<file path="src/rtl/memcopy.sv">
`default_nettype none
// ============================================================================
// Module   : memcopy
// Brief    : Word-copy engine mastering one synchronous-read block-RAM port.
// Revision : 1.0 - initial release
// ============================================================================
module memcopy #(
    parameter int PBITS = 32,
    parameter int DBITS = 32,
    parameter int LBITS = 16
) (
    input  logic             clk,
    input  logic             reset,
    input  logic             start,
    input  logic [PBITS-1:0] src,
    input  logic [PBITS-1:0] dst,
    input  logic [LBITS-1:0] len,
    output logic             busy,
    output logic             done,
    output logic             mem_en,
    output logic             mem_we,
    output logic [PBITS-1:0] mem_addr,
    output logic [DBITS-1:0] mem_dout,
    input  logic [DBITS-1:0] mem_din
);

    typedef enum logic [2:0] {
        S_IDLE   = 3'd0,
        S_READ   = 3'd1,
        S_WAIT   = 3'd2,
        S_WRITE  = 3'd3,
        S_FINISH = 3'd4
    } state_t;

    localparam logic [LBITS-1:0] c_idx_one = LBITS'(1);

    state_t           r_state;
    state_t           w_next;
    logic [PBITS-1:0] r_src;
    logic [PBITS-1:0] r_dst;
    logic [LBITS-1:0] r_len;
    logic [LBITS-1:0] r_idx;
    logic [DBITS-1:0] r_buf;
    logic [LBITS-1:0] w_idx_inc;
    logic [PBITS-1:0] w_offset;

    assign w_idx_inc = r_idx + c_idx_one;
    assign w_offset  = PBITS'(r_idx);

    always_ff @(posedge clk or posedge reset) begin
        if (reset) begin
            r_state <= S_IDLE;
        end else begin
            r_state <= w_next;
        end
    end

    // Operands are latched only on an accepted non-empty start, so later
    // changes on src/dst/len never disturb a copy in flight.
    always_ff @(posedge clk or posedge reset) begin
        if (reset) begin
            r_src <= '0;
            r_dst <= '0;
            r_len <= '0;
            r_idx <= '0;
            r_buf <= '0;
        end else begin
            case (r_state)
                S_IDLE: begin
                    if (start && (len != '0)) begin
                        r_src <= src;
                        r_dst <= dst;
                        r_len <= len;
                        r_idx <= '0;
                    end
                end
                S_WAIT:  r_buf <= mem_din;
                S_WRITE: r_idx <= w_idx_inc;
                default: ;
            endcase
        end
    end

    // Outputs decode the registered state only; mem_din never reaches a port.
    always_comb begin
        w_next   = r_state;
        busy     = 1'b0;
        done     = 1'b0;
        mem_en   = 1'b0;
        mem_we   = 1'b0;
        mem_addr = '0;
        mem_dout = '0;
        case (r_state)
            S_IDLE: begin
                if (start) begin
                    w_next = (len != '0) ? S_READ : S_FINISH;
                end
            end
            S_READ: begin
                busy     = 1'b1;
                mem_en   = 1'b1;
                mem_addr = r_src + w_offset;
                w_next   = S_WAIT;
            end
            S_WAIT: begin
                busy   = 1'b1;
                w_next = S_WRITE;
            end
            S_WRITE: begin
                busy     = 1'b1;
                mem_en   = 1'b1;
                mem_we   = 1'b1;
                mem_addr = r_dst + w_offset;
                mem_dout = r_buf;
                w_next   = (w_idx_inc == r_len) ? S_FINISH : S_READ;
            end
            S_FINISH: begin
                done   = 1'b1;
                w_next = S_IDLE;
            end
            default: w_next = S_IDLE;
        endcase
    end

endmodule
`default_nettype wire

</file>
<file path="config.mk">
export PLATFORM = sky130hd
export DESIGN_NAME = memcopy
export DESIGN_NICKNAME = d
export VERILOG_FILES = /design/src/rtl/memcopy.sv
export SDC_FILE = /design/constraint.sdc
export NUM_CORES = 1
export LEC_CHECK = 0
export ABC_AREA = 1
export BUFFER_PORTS_ARGS = -buffer_cell sky130_fd_sc_hd__buf_4
export CORE_ASPECT_RATIO = 0.9
export CORE_MARGIN = 2
export CORE_UTILIZATION = 59
export DETAILED_ROUTE_END_ITERATION = 7
export GPL_TIMING_DRIVEN = 0
export PLACE_DENSITY = 0.83
export SYNTH_ARGS = -nofsm -noshare
export SYNTH_HDL_FRONTEND = slang
export SYNTH_SLANG_ARGS = --single-unit
</file>
<file path="constraint.sdc">
create_clock -name clk -period 10.59 [get_ports clk]
set_clock_uncertainty 0.1 [all_clocks]
set_input_delay 2.118 -clock clk [delete_from_list [all_inputs] [get_ports clk]]
set_output_delay 2.118 -clock clk [all_outputs]
set_load 0.1 [all_outputs]
</file>
Word-level counts from Yosys, hierarchy flattened
Index checks and enable logic that the tools add are counted.
{"block": "totals", "register_bits": 131, "out_inout_bits": 68, "word_cells": 36, "in_bits": 115}
{"block": "classes", "reduce_logical": 8, "addsub": 3, "n_eq_ne": 7, "n_mux": 12}
{"operator": "$add 32x16->32", "n": 2}
{"operator": "$pmux 32 s2", "n": 1}
{"operator": "$mux 32", "n": 1}
{"operator": "$pmux 16 s2", "n": 1}
{"operator": "$add 16x1->16 const B", "n": 1}
{"operator": "$eq 16x16->1", "n": 1}
{"operator": "$mux 16", "n": 1}
{"operator": "$reduce_bool 16->1", "n": 1}
{"operator": "$pmux 3 s4", "n": 1}
{"operator": "$mux 3", "n": 3}
{"operator": "$eq 3x2->1 const B", "n": 2}
{"operator": "$mux 1", "n": 4}
{"operator": "$ne 2x2->1 const B", "n": 2}
{"operator": "$reduce_and 2->1", "n": 2}
{"operator": "$eq 3x1->1 const B", "n": 1}
{"operator": "$eq 3x3->1 const B", "n": 1}
{"operator": "$logic_not 3->1", "n": 1}
{"operator": "$reduce_or 3->1", "n": 1}
{"operator": "$reduce_bool 2->1", "n": 1}
{"operator": "$reduce_or 2->1", "n": 1}
{"operator": "$logic_and 1x1->1", "n": 1}

Logic depth before layout (Yosys ltp)
Gate-level depths: netlist (run 1).
{"block": "depth", "ltp_word": 4, "ltp_mapped": 23, "depth_no_buf": 20}

Least setup slack after synthesis (run 1)
OpenSTA, ideal clock, no wires.
{"block": "synth_timing", "kind": "flip-flop to output port", "from": "register r_state[2]", "to": "output port mem_addr[26]", "arrival_time_ps": 4630, "slack_ps": 3742, "stages_incl_launch_ff": 20, "n_path_buf": 1, "required_time_ps": 8372, "path_cell_list": "dfrtp_1 > inv_2 > nand3_4 > inv_1 > clkbuf_1 > nand2_1 > nand2_1 > fa_1 > nand3_1 > nand2_1 > nand2_1 > o21bai_1 > nand2_1 > nand2_1 > nand2_1 > nand2_1 > nand2_1 > inv_1 > nand3_1 > a21oi_1"}
{"block": "synth_via", "elab_chain_len": 2, "elab_cells_between_ends": 3, "cone_classes": "2 x eq/ne; 1 x mux"}
{"item": "start: declaration", "line": "37", "source": "state_t r_state;"}
{"item": "start signal: assignment", "line": "54", "source": "r_state <= w_next;"}
{"item": "$eq 3x2->1 / $eq 3x1->1 (equally long branches)", "line": "93", "source": "case (r_state)"}
{"item": "$pmux 32 s2 *", "line": "93"}
{"item": "end: declaration", "line": "22", "source": "output logic [PBITS-1:0] mem_addr,"}
Mark *: on every way between the ends. The rest lies on a longest branch, timed or not.

Worst setup path after layout (run 1)
{"block": "layout_timing", "from": "register r_state[0]", "to": "output port mem_addr[26]"}
The elaborated chain is that of the path after synthesis.

==> summary.md, run 1 <==
| Metric | Value |
|---|---|
| Final antenna-violating net count | 0 |
| Height of the die | 112 um |
| Area occupied by registers | approximately 3300 um2 |
| Post-synthesis sequential area ratio | 0.432 |
| Worst-path maximum fanout | 10 |
| Fraction of layout cells with a size suffix above 1 | 0.261 |
| Standard cell with the maximum stage delay on the critical path | clkbuf_1 |
| Unrepaired setup endpoints after global routing | false |
| Post-synth top flop | dfrtp_1 |
| Iteration count of the initial detailed-routing pass | 8 |
| Async S/R FF share, synth | 1.00 |
| Area inside the core boundary | 12600 um2 |
| Hold path cells | 1 |
| Starting Density | 0.601 |
| Final weighted congestion in routability-driven placement | just over 0.9 |
| Maximum count of clock buffers along a single path | 2 |
| Commonest cells after routing, fill and taps aside | nand2_1 (227), buf_4 (183), dfrtp_1 (131), nor2_1 (126), inv_1 (107) |
| Area delta synth->final | 28.2% |
| Final net count | 1294 |
| GRT overflow | 0 |
| Routed WL | between 20000 and 25000 um |
| Pin count of the biggest net entering global routing | 95 |
| Antenna Diode Count | 0 |
| Cell count after synthesis | roughly 960 |
| Post-synth top area share | 0.432 |
| Top sig layer | met4 |
| Number of DRC markers in iteration 0 | 794 |
| PortBufs | 182 |
| Wire length of the first global-routing pass | between 30000 and 40000 um |
| Chip Width | 124 um |
| Most frequent standard cell in the layout excluding fill and tap cells | nand2_1 |
| Total via count in the routed design | 7243 |
| Minimum setup slack in the final design | 3.56 ns |
| FF+latch count, synth | ~130 |
| Worst path required time | between 8 and 9 ns |
| FMAX | 142 MHz |
| CTS hold repair buffers | 0 |
| Final worst-path cycle share | 0.664 |
| Overall track demand over capacity in global routing | 0.318 |
| Syn nets | 1092 |
| Gate family responsible for the most delay along the worst path | buffers and inverters |
| Warning count from the yosys run | 0 |
| Met1 routed wirelength after detailed routing | 8780 um |
| Number of cells on the critical path | 21 |
| Syn Area/Cell | 7.95 um2 |
| Count of maximum capacitance violations | 0 |
| Total Neg Setup Slack | 0 ns |
| Worst min-delay path category | reg -> reg |
| Slew of the pin with the lowest slew margin | ~0.8 ns |
| Count of distinct cell types in the synthesized netlist | between 40 and 50 |
| Metal3 WL | roughly 2100 um |
| Pre-CTS setup slack | 4.11 ns |
| Fill cell instance count of the final layout | 914 |
| Outcome | completed |
| Arrival time at the worst endpoint | approximately 4.8 ns |
| Final min period | 7.03 ns |
| Antenna violations before repair | 0 |
| Routed via count divided by cell count | 5.43 |
| CTS Root Cell | clkbuf_16 |
| Critical Path Most Common Cell | nand2_1 |
| Category of the most critical setup path | reg -> out |
| Setup violations, final | 0 |
| # resized after CTS | 0 |
| Kind of end point of the critical path | primary output |
| Final Hold Vio Count | 0 |
| # H-tree levels | 4 |
| Clock network latency to the later pin of the worst-skew pair | 0.43 ns |
| Number of flops mapped to enable cells by yosys | 0 |
| TritonCTS sink count | ~130 |
| Post-Synthesis Cell Area | 7590 um2 |
| Worst-case reg-to-reg path depth | 11 |
| CTS clock-pin slew for the worst setup and hold paths | 0.06 ns |
| Worst slew margin relative to its limit | 0.464 |
| Number of rows created at floorplan | 39 |
| Worst path buffer plus inverter count | 6 |
| Startpoint class of the critical path | register |
| Count of boundary I/O pins | 183 |
| DP HPWL | roughly 16000 um |
| Number of pins with negative max-slew slack in the final report | 0 |
| Area of the multi-input gates | ~3700 um2 |
| WL met2 | approximately 9800 um |
| Synth area leaders | dfrtp_1 (43%), nand2_1 (11%), mux2_2 (8.9%) |
| Clock tree from TritonCTS | yes |
| Ordered list of cells on the worst path | nand3_4, buf_6, buf_6, clkbuf_1, clkbuf_1, nand2_1, nand2_1, fa_1, nand3_1, nand2_1, nand2_1, o21bai_1, nand2_1, nand2_1, nand2_1, nand2_1, nand2_1, inv_1, nand3_1, a21oi_1, buf_4 |
| DR DRC count | 0 |
| Largest incremental delay on the critical path | between 0.6 and 0.7 ns |
| Wire length per cell | 15.8 um |
| Library cell with the largest summed area after synthesis | dfrtp_1 |
| Number of setup buffers added after CTS | 0 |
| DIE AREA | about 14000 um2 |
| Vias in the first global route | 7111 |
| Total clock buffers created by CTS | 17 |
==> cells in the mapped netlist, types with 4 or more instances <==
cell type,number
inv_1,108
nor4_1,7
dfrtp_1,131
nand3b_1,4
ha_1,21
buf_2,10
xnor2_1,11
nand3_1,33
xor2_1,5
nor3_1,6
nand4_1,10
o21ai_0,67
nand2_1,227
a21oi_1,54
nor2_1,126
o22ai_1,10
o21ai_1,8
clkbuf_1,19
o21ai_2,6
mux2_2,60
==> final timing paths <==
kind	slack (ns)	start	end
min in group asynchronous	1.57	reset	r_buf[7]$_DFFE_PP0P_
max in group asynchronous	8.04	reset	r_src[31]$_DFFE_PP0P_
worst max register to register	8.18	r_idx[0]$_DFFE_PP0P_	r_state[2]$_DFFE_PP0P_
worst min-delay path	0.40	r_dst[30]$_DFFE_PP0P_	r_dst[30]$_DFFE_PP0P_
worst min register to register	0.40	r_dst[30]$_DFFE_PP0P_	r_dst[30]$_DFFE_PP0P_
worst max-delay path	3.56	r_state[0]$_DFFE_PP0P_	mem_addr[26]
==> state kept, by name (all words and copies together), names as in the netlist <==
register  cells
r_idx        16
r_buf        32
r_state       3
r_len        16
r_dst        32
r_src        32
==> metal layers <==
metal / track usage / up-vias
li1: - / 3505
met1: 0.419 / 3357
met2: 0.507 / 336
met3: 0.0876 / 45
met4: 0.111 / 0
met5: 0 / -
==> cells by family after synthesis <==
kind of cell             count (synthesis)  synth area share
buffers and inverters                  144            0.0763
adder cells (fa/ha/maj)                 22            0.0372
flip-flops                             131             0.432
multiplexers                            61            0.0903
AO/OA/AOI/OAI                          155             0.110
AND/OR/NAND/NOR                        424             0.230
XOR/XNOR                                18            0.0246
==> layout make-up <==
cell class              instances  area share
inverters                     110      0.0429
well taps                     164      0.0211
clock buffers                  20      0.0469
flip-flops and latches        131       0.337
plain buffers                  34      0.0171
multi-input cells             680       0.384
clock inverters                12     0.00823
repair buffers                183       0.143
==> stage by stage <==
step                      std cells  hold WS (ns)  instance area, um2  utilization
after CTS                      1334         0.405                9730        0.770
after global routing           1334         0.416                9730        0.770
after floorplan                 955         0.374                7590            -
after global placement         1301         0.383                9160        0.725
final                          1334         0.400                9730        0.770
after detailed placement       1302         0.392                9200        0.728
Power of run 1 is left out: the tool's default activity adds up to more than one toggle a clock period on the data nets, which glitch-free logic cannot reach.
==> run 2: changes to the inputs <==
==> config.mk (replaced) <==
export PLATFORM = sky130hd
export DESIGN_NAME = memcopy
export DESIGN_NICKNAME = d
export VERILOG_FILES = /design/src/rtl/memcopy.sv
export SDC_FILE = /design/constraint.sdc
export NUM_CORES = 1
export LEC_CHECK = 0
export ABC_AREA = 0
export BUFFER_PORTS_ARGS = -buffer_cell sky130_fd_sc_hd__buf_4
export CORE_ASPECT_RATIO = 0.9
export CORE_MARGIN = 2
export CORE_UTILIZATION = 54
export DETAILED_ROUTE_END_ITERATION = 7
export GPL_TIMING_DRIVEN = 0
export PLACE_DENSITY = 0.76
export SYNTH_ARGS = -nofsm -noshare
export SYNTH_HDL_FRONTEND = slang
export SYNTH_SLANG_ARGS = --single-unit
==> constraint.sdc (replaced) <==
create_clock -name clk -period 7.2 [get_ports clk]
set_clock_uncertainty 0.1 [all_clocks]
set_input_delay 1.44 -clock clk [delete_from_list [all_inputs] [get_ports clk]]
set_output_delay 1.44 -clock clk [all_outputs]
set_load 0.1 [all_outputs]
==> run 2 against run 1 <==
  * Critical path depth fell by 4
  * Via count is 11% lower
  * Sequential cell count did not move
  * Cell count shrank 13%
  * Sequential share of layout area is 0.37 points lower
  * Clock-buffer cell count is the same
  * Wire length fell by 4.9%
  * Global-route usage down 4.3 points
  * Core utilization fell by 6.2 points
  * Worst setup slack worse by 3.2 ns
  * Synthesized cell count is 21% lower
==> summary.md, run 2 <==
| Metric | Value |
|---|---|
| Clock tree from TritonCTS | yes |
| Unrepaired setup endpoints after global routing | false |
| Final Hold Vio Count | 0 (unchanged) |
| Worst-path maximum fanout | 10 (unchanged) |
| DP HPWL | 15000 um (-3.9%) |
| Area delta synth->final | 29.3% |
| Cell count after synthesis | 752 (-21%) |
| Number of DRC markers in iteration 0 | 429 (-46%) |
| Final antenna-violating net count | 0 (unchanged) |
| Ordered list of cells on the worst path | buf_2, nand3b_1, clkbuf_1, clkbuf_2, clkbuf_1, nand2_1, nand2_1, ha_1, fa_1, nand3_1, a21oi_1, o2111a_1, o211ai_1, a211oi_1, nand4_1, a21oi_1, buf_4 |
| Worst Min Path Start | r_buf[20]$_DFFE_PP0P_ |
| Standard cell with the maximum stage delay on the critical path | a211oi_1 |
| TritonCTS sink count | 131 (unchanged) |
| Post-synth top flop | dfrtp_1 |
| Async S/R FF share, synth | 1.00 (unchanged) |
| FF+latch count, synth | 131 (unchanged) |
| Starting Density | 0.548 (-0.0532) |
| Total via count in the routed design | 6423 (-11%) |
| Clock network latency to the later pin of the worst-skew pair | 0.41 ns (-0.02 ns) |
| Top cells by count, synth | dfrtp_1 (131), mux2_2 (113), nand2_1 (88) |
| Post-synth top area share | 0.431 (-0.00114) |
| # H-tree levels | 4 (unchanged) |
| Routed WL | 20100 um (-4.9%) |
| Beginning of the critical path | r_state[1]$_DFFE_PP0P_ |
| Vias in the first global route | 6271 (-12%) |
| Post-Synthesis Cell Area | 7610 um2 (+0.26%) |
| GRT overflow | 0 (unchanged) |
| Outcome | completed |
| Worst min-delay path category | reg -> reg |
| Final net count | 1091 (-16%) |
| Syn Area/Cell | 10.1 um2 (+27%) |
| CTS Root Cell | clkbuf_16 |
| Arrival time at the worst endpoint | 5.35 ns (+0.53 ns) |
| Number of setup buffers added after CTS | 0 (unchanged) |
| Overall track demand over capacity in global routing | 0.275 (-0.0433) |
| Worst slew margin relative to its limit | 0.483 (+0.0190) |
| Number of pins with negative max-slew slack in the final report | 0 (unchanged) |
| Most frequent standard cell in the layout excluding fill and tap cells | buf_4 |
| Library cell with the largest summed area after synthesis | dfrtp_1 |
| Worst path required time | 5.66 ns (-2.71 ns) |
| DIE AREA | 15100 um2 (+9.2%) |
| FMAX | 145 MHz |
| # resized after CTS | 0 (unchanged) |
| Number of flops mapped to enable cells by yosys | 0 (unchanged) |
| Wire length per cell | 17.3 um (+9.3%) |
| Largest registers in the final layout | r_buf: 32 flops, r_dst: 32 flops, r_src: 32 flops |
| Chip Width | 129 um (+4.5%) |
| Fraction of layout cells with a size suffix above 1 | 0.356 (+0.0951) |
| Height of the die | 117 um (+4.5%) |
| Number of standard cells in the final layout excluding fillers | 1160 (-13%) |
| Number of placed instances, taps included | 1128 (-13%) |
| Final worst-path cycle share | 0.957 |
| Total Neg Setup Slack | 0 ns (unchanged) |
| Wire length of the first global-routing pass | 31800 um (-6.1%) |
| Final weighted congestion in routability-driven placement | 0.926 (-0.19%) |
| CTS hold repair buffers | 0 (unchanged) |
| Pin count of the biggest net entering global routing | 94 (-1.1%) |
| Kind of end point of the critical path | primary output |
| Largest incremental delay on the critical path | 0.62 ns (-0.05 ns) |
| Most frequent cell after synthesis | dfrtp_1 |
| Reg-to-reg slack, setup | 4.45 ns (-3.73 ns) |
| Final core utilization | 0.708 (-0.0623) |
| Count of distinct cell types in the synthesized netlist | 59 (+37%) |
| Setup violations, final | 0 (unchanged) |
| Maximum count of clock buffers along a single path | 2 (unchanged) |
| Final min period | around 7 ns |
| CTS clock-pin slew for the worst setup and hold paths | 0.06 ns (about the same) |
| Total clock buffers created by CTS | 17 (unchanged) |
| PortBufs | 182 (unchanged) |
| Antenna violations before repair | 0 (unchanged) |
| Count of maximum capacitance violations | 0 (unchanged) |
| Antenna Diode Count | 0 (unchanged) |
| Worst r2r src | r_idx[1]$_DFFE_PP0P_ |
| Area inside the core boundary | 13900 um2 (+10%) |
| Warning count from the yosys run | 0 (unchanged) |
| Category of the most critical setup path | reg -> out |
| Count of boundary I/O pins | 183 (unchanged) |
| Slew of the pin with the lowest slew margin | 0.775 ns (-0.0285 ns) |
| Post-synthesis sequential area ratio | 0.431 (-0.00114) |
| DR DRC count | 0 (unchanged) |
| Fill cell instance count of the final layout | 1096 (+20%) |
| Number of rows created at floorplan | 41 (+5.1%) |
| Syn nets | 889 (-19%) |
| Startpoint class of the critical path | register |
| Commonest cells after routing, fill and taps aside | buf_4 (182), dfrtp_1 (131), mux2_2 (113), nand2_1 (88), nor2_1 (52) |
| Iteration count of the initial detailed-routing pass | 5 (-3) |
| Synth area leaders | dfrtp_1 (43%), mux2_2 (17%), nand2_1 (4.3%) |
| Routed via count divided by cell count | 5.54 (+2.0%) |
run 2: cell types whose count changed after synthesis, moves of 8 or more:
cell and change:
mux2i_1 +14, clkbuf_1 +11, xnor2_1 +10, nand3_1 -11
o21ai_0 -34, and2_1 +37, nand2_1 -139, nand2b_1 +8
inv_1 -98, xor2_1 +19, a21oi_1 -25, mux2_2 +53
nor2_1 -74
run 2: cells by family (layout without fill, tap and decap cells):
logic type | after synthesis | in the layout | share of synthesized area
muxes | 128 | 128 | 0.187
and+or+nand+nor | 254 | 254 | 0.165
adders and majority gates | 22 | 22 | 0.0371
AOI/OAI and AO/OA | 122 | 122 | 0.103
xor gates and xnor gates | 45 | 45 | 0.0518
buffers and inverters | 50 | 265 | 0.0260
DFF | 131 | 131 | 0.431
run 2: metal layers:
layer | share of wire | up-vias | wire length [um] | GRT usage
li1 | - | 3081 | - | -
met1 | 0.44 | 3107 | 8810 | 0.360
met2 | 0.47 | 211 | 9430 | 0.438
met3 | 0.076 | 24 | 1520 | 0.0930
met4 | 0.016 | 0 | 327 | 0.0804
met5 | 0 | - | 0 | 0
run 2: final timing paths:
check | to | cells past startpoint
hold / removal | r_buf[20]$_DFFE_PP0P_ | 1
min in group asynchronous | r_buf[1]$_DFFE_PP0P_ | 2
setup reg to reg | r_state[0]$_DFFE_PP0P_ | 8
hold reg to reg | r_buf[20]$_DFFE_PP0P_ | 1
setup / recovery | mem_addr[28] | 17
max in group asynchronous | r_len[5]$_DFFE_PP0P_ | 3
run 2: area by class of cell:
type / count / area, um2 / share of cell area
plain buffers: 39 / 158 / 0.0160
inverters: 11 / 46.3 / 0.00470
multi-input cells: 571 / 4150 / 0.421
repair buffers: 183 / 1390 / 0.142
well taps: 193 / 241 / 0.0245
clock buffers: 20 / 447 / 0.0454
clock inverters: 12 / 130 / 0.0132
flip-flops and latches: 131 / 3280 / 0.333
run 2: worst max-delay path: cells and delay by family, from the launching register on:
family                     cells  cell delay [ns]
buffers and inverters          5             1.81
and+or+nand+nor                5             0.75
adders and majority gates      2             0.40
AOI/OAI and AO/OA              5             1.61
DFF                            1             0.35
run 2: per-stage QoR:
| step | instance area (um2) | worst slack [ns] | hold slack, ns |
|---|---|---|---|
| after floorplan | 7620 | 0.234 | 0.372 |
| after global placement | 9230 | 0.567 | 0.381 |
| after detailed placement | 9260 | 0.593 | 0.388 |
| after CTS | 9840 | 0.131 | 0.401 |
| after global routing | 9840 | 0.00642 | 0.412 |
| final | 9840 | 0.311 | 0.395 |
Power of run 2 is left out for the same reason.
